**config.mk**
```make
export PLATFORM = sky130hd
export DESIGN_NAME = fetch_pc_predictor
export DESIGN_NICKNAME = d
export VERILOG_FILES = /design/src/rtl/fetch_pc_predictor.sv
export SDC_FILE = /design/constraint.sdc
export NUM_CORES = 2
export LEC_CHECK = 0
export CAP_MARGIN = 10
export CORE_MARGIN = 2
export CORE_UTILIZATION = 35
export CTS_CLUSTER_SIZE = 8
export DETAILED_ROUTE_END_ITERATION = 16
export PLACE_DENSITY = 0.61
export SLEW_MARGIN = 30
export SYNTH_ARGS = -nofsm -noshare
export SYNTH_HDL_FRONTEND = slang
export SYNTH_SLANG_ARGS = --single-unit
```
**constraint.sdc**
```tcl
create_clock -name clk -period 9.6 [get_ports clk]
set_input_delay 2.88 -clock clk [delete_from_list [all_inputs] [get_ports clk]]
set_output_delay 2.88 -clock clk [all_outputs]
set_load 0.01 [all_outputs]
```
**src/rtl/fetch_pc_predictor.sv**
```systemverilog
// Fetch-stage PC register with a direct-mapped branch predictor.
// Each table entry pairs a 2-bit saturating direction counter with a
// branch target. The next fetch PC comes from reset, an execute redirect,
// a stall hold, a taken prediction, or sequential +4, in that priority.
module fetch_pc_predictor #(
    parameter logic [31:0] RESET_PC = 32'h4000_0000,
    parameter int          ENTRIES  = 64
) (
    input  logic        clk,
    input  logic        rst_n,
    input  logic        stall,
    input  logic        bp_enable,
    input  logic        redirect_valid,
    input  logic [31:0] redirect_pc,
    input  logic        update_valid,
    input  logic [31:0] update_pc,
    input  logic        update_taken,
    input  logic [31:0] update_target,
    input  logic        update_mispred,
    output logic [31:0] fetch_pc,
    output logic        pred_taken,
    output logic [31:0] pred_target,
    output logic [31:0] branch_count,
    output logic [31:0] mispred_count
);

    localparam int IDX_W = $clog2(ENTRIES);
    localparam int TAG_W = 30 - IDX_W;

    // Predictor table: valid/ctr are control state, tag/target are data.
    logic               entry_valid  [ENTRIES];
    logic [1:0]         entry_ctr    [ENTRIES];
    logic [TAG_W-1:0]   entry_tag    [ENTRIES];
    logic [31:0]        entry_target [ENTRIES];

    logic [IDX_W-1:0]   fetch_idx;
    logic [TAG_W-1:0]   fetch_tag;
    logic               fetch_hit;
    logic [31:0]        seq_pc;

    logic [IDX_W-1:0]   upd_idx;
    logic [TAG_W-1:0]   upd_tag;
    logic               upd_hit;

    // Byte-offset bits never select an entry; instructions are word aligned.
    logic               unused_pc_bits;

    function automatic logic [1:0] sat_inc(input logic [1:0] c);
        return (c == 2'b11) ? c : c + 2'd1;
    endfunction

    function automatic logic [1:0] sat_dec(input logic [1:0] c);
        return (c == 2'b00) ? c : c - 2'd1;
    endfunction

    assign unused_pc_bits = ^{fetch_pc[1:0], update_pc[1:0]};

    // Lookup for the current fetch PC; zero-latency prediction.
    always_comb begin
        fetch_idx   = fetch_pc[IDX_W+1:2];
        fetch_tag   = fetch_pc[31:IDX_W+2];
        seq_pc      = fetch_pc + 32'd4;
        fetch_hit   = entry_valid[fetch_idx] && (entry_tag[fetch_idx] == fetch_tag);
        pred_taken  = bp_enable && fetch_hit && entry_ctr[fetch_idx][1];
        pred_target = fetch_hit ? entry_target[fetch_idx] : seq_pc;
    end

    // Lookup of the entry addressed by the resolved branch.
    always_comb begin
        upd_idx = update_pc[IDX_W+1:2];
        upd_tag = update_pc[31:IDX_W+2];
        upd_hit = entry_valid[upd_idx] && (entry_tag[upd_idx] == upd_tag);
    end

    // Next-PC selection: reset > redirect > stall > prediction > +4.
    always_ff @(posedge clk) begin
        if (!rst_n) begin
            fetch_pc <= RESET_PC;
        end else if (redirect_valid) begin
            fetch_pc <= redirect_pc;
        end else if (!stall) begin
            fetch_pc <= pred_taken ? pred_target : seq_pc;
        end
    end

    // Table control state and statistics; training ignores stall/redirect/bp_enable.
    always_ff @(posedge clk) begin
        if (!rst_n) begin
            for (int i = 0; i < ENTRIES; i++) begin
                entry_valid[i] <= 1'b0;
                entry_ctr[i]   <= 2'b01;
            end
            branch_count  <= 32'd0;
            mispred_count <= 32'd0;
        end else if (update_valid) begin
            branch_count <= branch_count + 32'd1;
            if (update_mispred) begin
                mispred_count <= mispred_count + 32'd1;
            end
            if (upd_hit) begin
                entry_ctr[upd_idx] <= update_taken ? sat_inc(entry_ctr[upd_idx])
                                                   : sat_dec(entry_ctr[upd_idx]);
            end else if (update_taken) begin
                entry_valid[upd_idx] <= 1'b1;
                entry_ctr[upd_idx]   <= 2'b10;
            end
        end
    end

    // Tag/target payload; only meaningful once valid is set, so no reset.
    always_ff @(posedge clk) begin
        if (update_valid && update_taken) begin
            entry_tag[upd_idx]    <= upd_tag;
            entry_target[upd_idx] <= update_target;
        end
    end

endmodule

```
After elaboration in Yosys (flattened, before gate mapping)
Memories as Yosys holds them, arrays and structs flattened. A register that Yosys moved wholly into a read port is not among the register bits.
Cells that the tools add are included.
{ "op_classes": {"bitwise_logic": 1, "n_reduce_logical": 9, "eq_ne": 4, "addsub": 5, "mux": 34} }
{ "ops": {"columns": ["cell", "count"], "rows": [
  ["2-to-1 mux 32 bit", 4],
  ["adder 32 x 1 -> 32 bit, second input constant", 2],
  ["2-to-1 mux 6 bit", 10],
  ["== test 24 bit", 2],
  ["adder 32 x 3 -> 32 bit, second input constant", 1],
  ["2-to-1 mux 1 bit", 15],
  ["2-to-1 mux 2 bit", 5],
  ["logical AND 1 bit", 5],
  ["adder 2 x 1 -> 2 bit, second input constant", 1],
  ["== test 2 bit, second input constant", 1],
  ["zero test 2 bit", 1],
  ["inequality test 2 x 1 -> 1 bit, second input constant", 1],
  ["AND reduction 2 bit", 1],
  ["OR reduction 2 bit", 1],
  ["subtractor 2 x 1 -> 2 bit, second input constant", 1],
  ["bitwise OR 1 bit", 1],
  ["OR reduction 1 bit", 1]
]} }
{ "word_totals": {"output_inout_bits": 129, "wordCells": 60, "input_bits": 104, "reg_bits": 96, "mem_bits_rw": 3776, "n_memories": 4} }
{ "mem_list": {"columns": ["memory", "words", "word_bits", "read_ports", "rd_clocked_by_memory_dff", "wr", "line_no", "source"], "rows": [
  ["entry_target", 64, 32, 1, 1, 1, "34", "logic [31:0] entry_target [ENTRIES];"],
  ["entry_tag", 64, 24, 2, 1, 1, "33", "logic [TAG_W-1:0] entry_tag [ENTRIES];"],
  ["entry_ctr", 64, 2, 2, 1, 64, "32", "logic [1:0] entry_ctr [ENTRIES];"],
  ["entry_valid", 64, 1, 2, 1, 64, "31", "logic entry_valid [ENTRIES];"]
]} }

Longest topological paths before layout
An unclocked memory read counts as a cell.
{ "depth": {"word_depth": 10, "depth_mapped": 19, "mapped_depth_nobuf": 11} }

Least setup slack after synthesis
No wires, ideal clock.
{ "synth_path": {"path_type": "in2reg", "from": "input port update_pc[4]", "to": "memory entry_tag[44][0] (netlist bit), enable pin", "setup_slack_ns": 0.716, "arrival_time_ns": 8.345, "cell_stages": 9, "setup_time_ns": 0.539, "path_buffers": 7, "required_ns": 9.061, "path_cell_list": "buf_2 > buf_2 > buf_2 > buf_2 > buf_2 > buf_2 > nand2_1 > buf_1 > nor3_1"} }
{ "synth_rtl": {"columns": ["element", "line_no", "source"], "rows": [
  ["start, declared", "16", "input logic [31:0] update_pc,"],
  ["end, declared", "33", null]
]} }
Straight into the memory's write port.

==> results.cfg <==
[flow_run]
drv_cap = 0

[floorplan]
die_y_um = 692
start_util_pct = 35.2
fp.dieW_um = 692
row_count = 252
io_pins = 233
core-area_mm2 = 0.471
dieArea_mm2 = 0.479

[hold_path]
min_delay_path_depth = 2
hold_start = entry_valid[48]$_DFF_P_
min_to = entry_valid[48]$_DFF_P_
hold_path.class = reg2reg

[logic_synthesis]
syn_avg_cell_area_um2 = 19.2
synth_most_common_cell = edfxtp_1
synth-async-reset-ratio_pct = 0
syn_nets = 8750
synth.distinct_cells = 85
yosys_warnings = 0
syn_inst = 8643
yosys-top-cells-area = edfxtp_1, mux4_2, mux2i_1
synth_common_cells = edfxtp_1, mux4_2, nand2_1
netlist_area_mm2 = 0.166
synth_edf_count = 3712
ys_ff_latch = 3878
synth_top_area_share_pct = 67.3
synth-main-ff-cell = edfxtp_1
ys_seq_area_share_pct = 69.3
synth_top_area_cell = edfxtp_1

[sta]
whs_ns = 0.483
worstMarginPinSlew_ns = 1.26
period_share_pct = 100
finClkSkew_ns = 0.0523
slew_headroom_pct = 15.6
finalSetupViolCount = 2
maxClockFrequency_mhz = 104
hold_viol = 0
timing.final.ws_setup_ns = -0.00291
rsz0062_at_grt = false
min_period_ns = 9.60
maxSlewViolCount = 0

[final_layout]
utilization_pct = 41.2
fin_nets = 9364
final_cells = 15700
syn_to_final_growth_pct = 17.2
ff_latch_area_mm2 = 0.115
layout-drive-gt1-share_pct = 28.6
multi_input_area_mm2 = 0.0483
nFillCells = 41000

[worst_setup_path]
crit_arrival_ns = 6.72
crit_top_cell = buf_4
reg2reg_slack_ns = 3.34
path_max_fanout = 23
end_kind = primary output
worstPathRequired_ns = 6.72
ff2ff_path_depth = 13
cp-start-kind = flip-flop
slowest_delay_ns = 0.79
worst_path_max_delay_cell = dfxtp_4
crit_chain = buf_4 -> or3b_2 -> a21oi_1 -> nor3_1 -> a31oi_1 -> o2111ai_1 -> nor4b_2 -> nor3b_4 -> buf_12 -> buf_4 -> mux2_2 -> clkdlybuf4s50_1
worstSetupPathType = reg2out

[placement]
gp_congestion = 0.943
hpwl_um = 359000
dp_cells = 14900
portBuffers = 230

[route]
ant_nets = 0
vias = 102000
first_pass_iters = 9
wl_per_cell_um = 39.6
wl_um = 621000
viasPerCell = 6.51
drt_iter0_markers = 19000
drc = 0

[global_route]
grt_max_degree = 136
grt_pass1_wl_um = 838000
grt_overflow = 0
first_global_vias = 99500
grt.total_usage_pct = 25.1
antenna_found_initial = 72

[clocking]
cts_sinks = 3878
cts_root_buf = clkbuf_16
cts.htree.levels = 6
cts_buffers = 557
clkLatencyLatePin_ns = 1.06
cts_buffer_depth = 4
clkSlewWorstSetupHoldPaths_ns = 0.05
ctsHoldBuffers = 0
cts_tree = built

[status]
violations = negative setup slack
status = finished, violations left

[power_and_ir_drop]
ir_worst_vdd_mv = 0.194
power.static_leakage_nw = 59.7
cellPowerDensity_mw_per_mm2 = 205
[state kept, by name, indices dropped and copies added (netlist names), named ones only]
signal / count
mispred_count: 32
branch_count: 32
entry_valid: 64
entry_ctr: 128
entry_tag: 1536
fetch_pc: 32
entry_target: 2048
[layer usage]
| metal | GRT usage [%] | part of all wire (%) | up-vias |
|---|---|---|---|
| met5 | 0.0500 | 0.057 | - |
| met4 | 13.9 | 6.5 | 50 |
| met3 | 8.76 | 15 | 2089 |
| met2 | 36.8 | 43 | 8754 |
| met1 | 32.7 | 35 | 53400 |
| li1 | - | - | 37700 |
[cell usage in the layout, fill, tap and decap left out, types with 23 or more instances in the layout]
master / n
a22oi_1: 180
nor2_1: 98
and3_1: 30
a221o_1: 56
clkbuf_1: 93
nand2_1: 360
a21oi_1: 129
a22o_1: 54
clkbuf_16: 567
buf_12: 115
xnor2_1: 87
a221oi_1: 144
clkdlybuf4s50_1: 170
mux2i_1: 358
o21ai_0: 162
nand3_1: 149
o22ai_1: 106
edfxtp_1: 3712
diode_2: 38
nor3_1: 42
nand4_1: 39
nor2_4: 66
mux4_2: 1218
a31oi_1: 29
o21ai_1: 23
a211oi_1: 65
mux2_2: 162
dfxtp_1: 159
buf_4: 376
and2_1: 67
xor2_1: 35
nor2b_1: 62
[area by class of cell]
type	instances	area share, %
clock buffers	660	7.49
clock inverters	55	0.503
multi-input cells	4087	24.9
inverters	29	0.0644
repair buffers	704	3.85
diodes	38	0.0490
flip-flops and latches	3878	59.1
well taps	6223	4.01
[through the flow]
step                power [mW]  worst slack, ns  setup TNS [ns]  cell area, um^2
floorplan                 20.8            0.716               0           166000
global placement          22.1            0.912               0           178000
detailed placement        22.2            0.851               0           178000
CTS                       39.9           0.0316               0           194000
global route              40.7           0.0638               0           194000
finish                    39.9         -0.00291        -0.00469           194000
[worst max-delay path: cells and delay by family (launching register included)]
| family | cells | cell delay [ns] |
|---|---|---|
| DFF | 1 | 0.79 |
| muxes | 1 | 0.37 |
| and+or+nand+nor | 4 | 1.65 |
| AOI/OAI and AO/OA | 3 | 1.26 |
| buffers and inverters | 4 | 1.46 |
[worst max-delay path by stage]
stage	from	end	slack [ns]	cells past startpoint
floorplan	update_pc[4]	entry_tag[44][0]$_DFFE_PP_	0.72	9
global placement	flip-flop	pred_target[17]	0.91	8
detailed placement	update_pc[6]	entry_ctr[18][1]$_SDFFCE_PN0P_	0.85	13
CTS	flip-flop	pred_target[8]	0.03	15
global route	flip-flop	pred_target[4]	0.06	13
finish	flip-flop	pred_target[10]	-0.003	12
[power breakdown]
part | leakage [nW] | internal, mW | switching (mW)
logic | 17.2 | 1.22 | 1.99
clock network | 7.53 | 10.6 | 7.30
registers | 34.9 | 18.7 | 0.0965
[cells by family after synthesis]
family          Yosys count  synth area share (%)
flops                  3878                  69.3
buf+inv                 678                  1.93
fa+ha+maj                 3                0.0227
xor+xnor                123                 0.651
mux                    1745                  19.9
simple gates           1067                  3.20
compound gates         1149                  5.00
[repair_timing]
item	in CTS	in global routing
endpoints found under the setup margin	24	12
buffers inserted	9	1
gates resized for setup	1	1
Note: power is estimated with default switching activity, not from simulation.
